`config.mk`:
```
export PLATFORM = sky130hd
export DESIGN_NAME = seg_scan_ctrl
export DESIGN_NICKNAME = d
export VERILOG_FILES = /design/src/rtl/seg_pkg.sv /design/src/rtl/seg_decoder.sv /design/src/rtl/seg_scan_ctrl.sv
export SDC_FILE = /design/constraint.sdc
export NUM_CORES = 1
export LEC_CHECK = 0
export ABC_AREA = 1
export CORE_MARGIN = 5
export CORE_UTILIZATION = 58
export DETAILED_ROUTE_END_ITERATION = 8
export PLACE_DENSITY = 0.91
export SYNTH_ARGS = -nofsm -noshare
export SYNTH_HDL_FRONTEND = slang
export SYNTH_SLANG_ARGS = --single-unit
export TNS_END_PERCENT = 1
```
`constraint.sdc`:
```
create_clock -name clk -period 2.49 [get_ports clk]
set_input_delay 0.3735 -clock clk [delete_from_list [all_inputs] [get_ports clk]]
set_output_delay 0.3735 -clock clk [all_outputs]
set_load 0.1 [all_outputs]
```
`src/rtl/seg_pkg.sv`:
```
// seg_pkg: shared constants, state encoding and hex-to-segment table for the digit scanner
package seg_pkg;
  localparam int N_DIG = 8;
  localparam logic [7:0] SEG_OFF = 8'hFF;
  typedef enum logic {ST_BLANK, ST_SHOW} state_t;
  localparam logic [15:0][7:0] SEG_TAB = {
    8'h8E, 8'h86, 8'hA1, 8'hC6, 8'h83, 8'h88, 8'h90, 8'h80,
    8'hF8, 8'h82, 8'h92, 8'h99, 8'hB0, 8'hA4, 8'hF9, 8'hC0
  };
endpackage

```
`src/rtl/seg_decoder.sv`:
```
// seg_decoder: 5-bit {dp, hex} value to active-low {dp,g,f,e,d,c,b,a}
module seg_decoder
  import seg_pkg::*;
(
  input  logic [4:0] val,
  output logic [7:0] seg
);
  logic [7:0] raw;
  assign raw = SEG_TAB[val[3:0]];
  assign seg = {raw[7] & ~val[4], raw[6:0]};
endmodule

```
`src/rtl/seg_scan_ctrl.sv`:
```
// seg_scan_ctrl: 8-digit multiplexed display scanner with dead-time blanking and frame-synchronous buffer swap
module seg_scan_ctrl
  import seg_pkg::*;
#(
  parameter int SCAN_DIV  = 100000,
  parameter int BLANK_CYC = 16
) (
  input  logic             clk,
  input  logic             rst,
  input  logic             wr_en,
  input  logic [2:0]       wr_addr,
  input  logic [4:0]       wr_data,
  input  logic             commit,
  input  logic [N_DIG-1:0] digit_en,
  output logic [N_DIG-1:0] DIG,
  output logic [7:0]       Y,
  output logic             commit_pending,
  output logic             frame_done
);
  localparam int SW = SCAN_DIV > 1 ? $clog2(SCAN_DIV) : 1;
  localparam int BW = BLANK_CYC > 1 ? $clog2(BLANK_CYC) : 1;
  state_t state, state_n;
  logic [2:0] idx;
  logic [SW-1:0] scnt;
  logic [BW-1:0] bcnt;
  logic [4:0] shadow [N_DIG];
  logic [4:0] active [N_DIG];
  logic [7:0] seg;
  logic show_end, blank_end, boundary, lit;
  seg_decoder u_dec (.val(active[idx]), .seg(seg));
  assign show_end  = state == ST_SHOW && scnt == SW'(SCAN_DIV - 1);
  assign blank_end = state == ST_BLANK && bcnt == BW'(BLANK_CYC - 1);
  assign boundary  = show_end && idx == 3'd7;
  assign lit       = state == ST_SHOW && digit_en[idx];
  always_comb begin
    state_n = state;
    state_n = blank_end ? ST_SHOW : show_end ? ST_BLANK : state;
  end
  always_ff @(posedge clk) begin
    if (rst) begin
      state          <= ST_BLANK;
      idx            <= '0;
      scnt           <= '0;
      bcnt           <= '0;
      commit_pending <= 1'b0;
      frame_done     <= 1'b0;
      DIG            <= SEG_OFF;
      Y              <= SEG_OFF;
      for (int i = 0; i < N_DIG; i++) begin
        shadow[i] <= '0;
        active[i] <= '0;
      end
    end else begin
      state <= state_n;
      scnt  <= (state == ST_SHOW && !show_end) ? scnt + 1'b1 : '0;
      bcnt  <= (state == ST_BLANK && !blank_end) ? bcnt + 1'b1 : '0;
      if (show_end) idx <= idx + 3'd1;
      frame_done <= boundary;
      // a commit landing on the boundary itself survives the clear and waits a frame
      commit_pending <= commit | (commit_pending & ~boundary);
      if (boundary && commit_pending) active <= shadow;
      if (wr_en) shadow[wr_addr] <= wr_data;
      DIG <= lit ? ~(8'b1 << idx) : SEG_OFF;
      Y   <= lit ? seg : SEG_OFF;
    end
  end
endmodule

```
== Word level (Yosys, flattened, before mapping) ==
Memories as Yosys holds them, arrays and structs flattened.
Index checks and enable logic that the tools add are counted.

* Register bits after elaboration: 123
* Bits in latches: 0
* RAM bits: 0
* Memory bits (read-only): 128
* Bits of input ports: 20
* Output and inout bits: 18
* Memories: 1

* Add/subtract/negate cells: 3
* Multiply operators: 0
* Div/mod/pow operators: 0
* Order comparisons: 5
* Equal/unequal tests: 3
* Shift operators: 1
* Muxes and demuxes: 11
* Bitwise operators: 12
* Reduce and logical (&&, ||, !) cells: 14

{| class="wikitable"
|+ Memories
! memory !! words !! bits a word !! read ports !! clocked after Yosys merged registers in !! wr ports !! line !! source
|-
| (name not given) || 16 || 8 || 1 || 0 || 0 || seg_decoder.sv:9 || <nowiki>assign raw = SEG_TAB[val[3:0]];</nowiki>
|}

{| class="wikitable"
|+ Operators with widths
! operator !! count
|-
| $bwmux 40 || 1
|-
| $add 17x1->17 const B || 1
|-
| $eq 17x17->1 const B || 1
|-
| $bmux 5 s3 || 1
|-
| $demux 5 s3 || 1
|-
| $mux 5 || 3
|-
| $ge 4x4->1 const B || 2
|-
| $logic_and 1x1->1 || 8
|-
| $mux 8 || 1
|-
| $not 3->4 || 2
|-
| $not 8->8 || 1
|-
| $shl 1x3->8 const A || 1
|-
| $not 1->1 || 6
|-
| $reduce_or 2->1 || 3
|-
| $lt 4x5->1 const B || 1
|-
| $add 4x1->4 const B || 1
|-
| $eq 4x4->1 const B || 1
|-
| $lt 3x4->1 const B || 1
|-
| $lt 4x1->1 const B || 1
|-
| $add 3x1->3 const B || 1
|-
| $bmux 1 s3 || 1
|-
| $eq 3x3->1 const B || 1
|-
| $mux 1 || 3
|-
| $and 1x1->1 || 2
|-
| other kinds (3) || 4
|}

== Logic depth before layout (Yosys ltp) ==
* Depth in word-level cells: 7
* Gate-level depth with buffers: 12

== Hierarchy ==
Synthesis repeated with hierarchy kept, for this count alone.

* Cells, all modules: 783
* Area, all modules: 5403.9 um^2

{| class="wikitable"
|+ By module, submodules not included
! module !! instances !! cells each !! area an instance (um^2) !! sequential area each (um^2)
|-
| seg_scan_ctrl || 1 || 733 || 5126.2 || 2462.4
|-
| seg_decoder || 1 || 50 || 277.8 || 0.0
|}

== Least setup slack after synthesis ==
No wires, ideal clock.

* Kind: reg2reg
* Start point: register idx[0]
* End point: register Y[5]
* Library setup time: 115 ps
* Data arrival time: 1643 ps
* Required time: 2375 ps
* Path slack: 732 ps
* Stages on the path, launching flop included: 13
* Buffers on the path: 2
* Cells stage by stage: dfxtp_1 > buf_4 > buf_2 > nand2_1 > o211ai_1 > nand3_1 > nand2_1 > inv_1 > ha_1 > nand3_1 > nor2_1 > nor2_1 > nand2_1

* Longest elaborated chain between the ends: 6

{| class="wikitable"
|+ RTL lines
! what !! line !! source
|-
| from (decl) || seg_scan_ctrl.sv:23 || <nowiki>logic [2:0] idx;</nowiki>
|-
| from (signal assigned) || seg_scan_ctrl.sv:57 || <nowiki>if (show_end) idx <= idx + 3'd1;</nowiki>
|-
| $not 3->4 (not written as such) || seg_scan_ctrl.sv:30 || <nowiki>seg_decoder u_dec (.val(active[idx]), .seg(seg));</nowiki>
|-
| $bmux 5 s3 || seg_scan_ctrl.sv:30 ||
|-
| $mux 5 (not written as such) (2 in series) || seg_scan_ctrl.sv:30 ||
|-
| $mem_v2 16x8 || - ||
|-
| $mux 8 (not written as such) || seg_decoder.sv:9 ||
|-
| to (signal assigned) || seg_scan_ctrl.sv:64 || <nowiki>Y <= lit ? seg : SEG_OFF;</nowiki>
|-
| to (decl) || seg_scan_ctrl.sv:16 || <nowiki>output logic [7:0] Y,</nowiki>
|}

Several ways; a longest one is shown, not always the timed one. The select of a mux whose other input is x is not followed.
A chain may end at the register's enable or synchronous reset.

== Final worst setup path ==
* Start point: register idx[0]
* End point: register Y[3]

Same word-level chain as after synthesis.

==> out/metrics.csv <==
metric,value,unit
Root Driver,clkbuf_8,
RSZ-0062 raised after global routing,no,
pin count of the biggest net entering global routing,65,
fin crit share,0.891,
DRT Wirelength,12200,µm
final setup violation count,0,
fmax,451,MHz
Post-DP HPWL,7960,µm
Antenna Cells,0,
minimum clock period,2.22,ns
vias,4855,
R2R Setup Slk,0.27,ns
port bufs,37,
Syn Nets,812,
Max Cap Viol,0,
P_int,3.57,mW
Die ar.,0.0114,mm²
Filler Cell Count,690,
crit path kind,reg -> reg,
Comb pwr share,0.029,
critical path startpoint category,flop,
Crit. End Element,flop,
TritonRoute pass-1 iters,5,
area grow syn2layout,17.5,%
setup TNS,0,ns
Sink Count,123,
num rows,35,
DRT iter0 DRCs,421,
clock power share,0.527,
RR Endpoint,Y[3],
Reg2Reg Launch Point,idx[0],
Syn Std Cell Area,0.00542,mm²
startpoint of the worst hold path,bcnt[0],
outcome,"complete, no violations",
Post-CTS Setup Bufs,0,
Lkg Pwr,3.05,nW
Worst-path clk slew,0.06,ns
Clock Tree Buf Depth,2,
overall power,4.54,mW
Seq cells post-synth,123,
CTS tree,yes,
Least-Margin Pin Slew,0.566,ns
global route overflow,0,
number of global-route vias before repair,4396,
worst hold margin,0.451,ns
GRT Total Usage,0.224,
effective utilization at floorplan,0.592,
sequential area share after synthesis,0.455,
Avg WL per Cell,13.1,µm
cells after synthesis,778,
CP max FO,35,
Hold EP,bcnt[0],
Inst Count DP,901,
Switch Pwr,973,µW
CP max stage delay,0.43,ns
Arrival @ worst endpoint,2.61,ns
hold crit path type,reg -> reg,
Critical Path RT,2.88,ns
Sw Share,0.214,
Final GP Congestion,0.881,
clock skew,0.00744,ns
Slowest cell on crit path,dfxtp_1,
most frequent cells in the layout,"nor2_1, nand2_1, dfxtp_1",
DR vias/cell,5.21,
clk_lat worst skew,0.52,ns
Fin. Hold Viols,0,
core area,0.00915,mm²
Layout Cells excl Fill,932,
first-pass GRT wire length,20500,µm
H-tree levels,4,
initial antenna violation count,0,
number of routed nets with antenna violations,0,
Synth cell types,31,
hold path depth,1,
slew margin rel.,0.619,
FF-to-FF path depth,10,
CP dominant cell by count,nand3_1,
DIE HEIGHT,107,µm
post-route DRC violation count,0,
worst path cell trace,buf_4 > inv_2 > a21oi_1 > o21ai_0 > nand3_1 > nand2_1 > ha_1 > nand3_1 > nand3_1 > nand3_1,
peak supply drop,0.436,mV
post-route cell area,0.00636,mm²
post_cts resized,0,
"Slew Viols, Final",0,
Syn Area/Cell,6.96,µm²
Final nets,843,
area post-placement,0.00578,mm²
"most common cell after layout, fill and taps aside",nor2_1,
IO Pins,38,
warnings from Yosys,0,
power per standard cell area,714,mW/mm²
hold buffer count at cts,0,
sequential power share,0.443,
TritonCTS buffer count,17,
Die W,107,µm
layout cells sized above 1,0.0877,
-- layer usage --
layer | up-vias | wire [µm] | global-route usage | part of all wire
met5 | - | 0 | 0 | 0
met4 | 0 | 240 | 0.0941 | 0.020
met3 | 23 | 965 | 0.0560 | 0.079
met2 | 198 | 5490 | 0.350 | 0.45
met1 | 2163 | 5520 | 0.296 | 0.45
li1 | 2471 | - | - | -
-- cell families after synthesis --
group	after synthesis	share of synthesized area
fa+ha+maj	14	0.0323
buf+inv	117	0.0926
compound gates	85	0.0850
simple gates	430	0.321
flops	123	0.455
xor+xnor	9	0.0146
-- sequential cells by signal, summed over array words and instances (netlist names) --
register / count
DIG: 8
shadow: 40
bcnt: 4
state: 1
commit_pending: 1
active: 40
Y: 8
scnt: 17
idx: 3
frame_done: 1
-- through the flow --
stage | utilization | setup WS [ns]
final | 0.695 | 0.271
after global routing | 0.695 | 0.0166
after CTS | 0.695 | 0.311
after detailed placement | 0.632 | 0.335
after global placement | 0.632 | 0.411
after floorplan | - | 0.732
-- worst max-delay path by stage --
stage	start	endpoint	slack, ns	depth (start not counted)
global route	idx[0]	Y[3]	0.02	11
global placement	idx[0]	Y[3]	0.41	10
detailed placement	idx[0]	Y[3]	0.33	11
floorplan	idx[0]	Y[5]	0.73	12
CTS	idx[0]	Y[3]	0.31	11
finish	idx[0]	Y[3]	0.27	10
-- layout make-up --
type | count | area, µm² | share of cell area
Multi-Input combinational cell | 538 | 2450 | 0.385
Clock buffer | 21 | 469 | 0.0737
Sequential cell | 123 | 2460 | 0.387
Inverter | 84 | 315 | 0.0495
Timing Repair Buffer | 45 | 410 | 0.0645
Tap cell | 111 | 139 | 0.0218
Clock inverter | 10 | 115 | 0.0181
-- power by group through the flow --
| stage | Combinational [mW] | Sequential, mW | Clock, mW |
|---|---|---|---|
| finish | 0.133 | 2.01 | 2.40 |
| floorplan | 0.0660 | 2.06 | 0 |
| CTS | 0.132 | 2.01 | 2.41 |
| global placement | 0.129 | 2.05 | 0 |
| detailed placement | 0.131 | 2.05 | 0 |
| global route | 0.146 | 2.02 | 2.51 |
-- critical path: cells and delay by family (launching register included) --
kind | cells | cell delay (ns)
simple gates | 5 | 0.54
flops | 1 | 0.43
buf+inv | 2 | 0.53
compound gates | 2 | 0.27
fa+ha+maj | 1 | 0.32
-- synthesized netlist by cell type --
cell type,number,share of area
xnor2_1,2,0.0032
buf_1,6,0.0042
nand3_1,41,0.038
o211ai_1,11,0.015
nand2_1,154,0.11
o21ai_1,1,0.00092
nand2_2,1,0.0012
nand4_1,2,0.0023
dfxtp_1,123,0.45
o21ai_2,2,0.0032
nor3_1,6,0.0055
ha_1,14,0.032
and3_1,1,0.0012
and2_1,1,0.0012
o21ai_0,60,0.055
nand4_2,1,0.0023
nand4_4,1,0.0039
buf_4,4,0.0055
a21oi_1,11,0.010
buf_2,8,0.0074
nor2_2,1,0.0012
nor3b_1,2,0.0028
buf_6,5,0.010
clkbuf_1,10,0.0069
inv_2,6,0.0042
nor2_1,216,0.15
nor2_4,1,0.0021
inv_1,78,0.054
xor2_1,7,0.011
nand3_2,1,0.0018
nand3b_1,1,0.0014
Power figures use the tool's default switching activity.
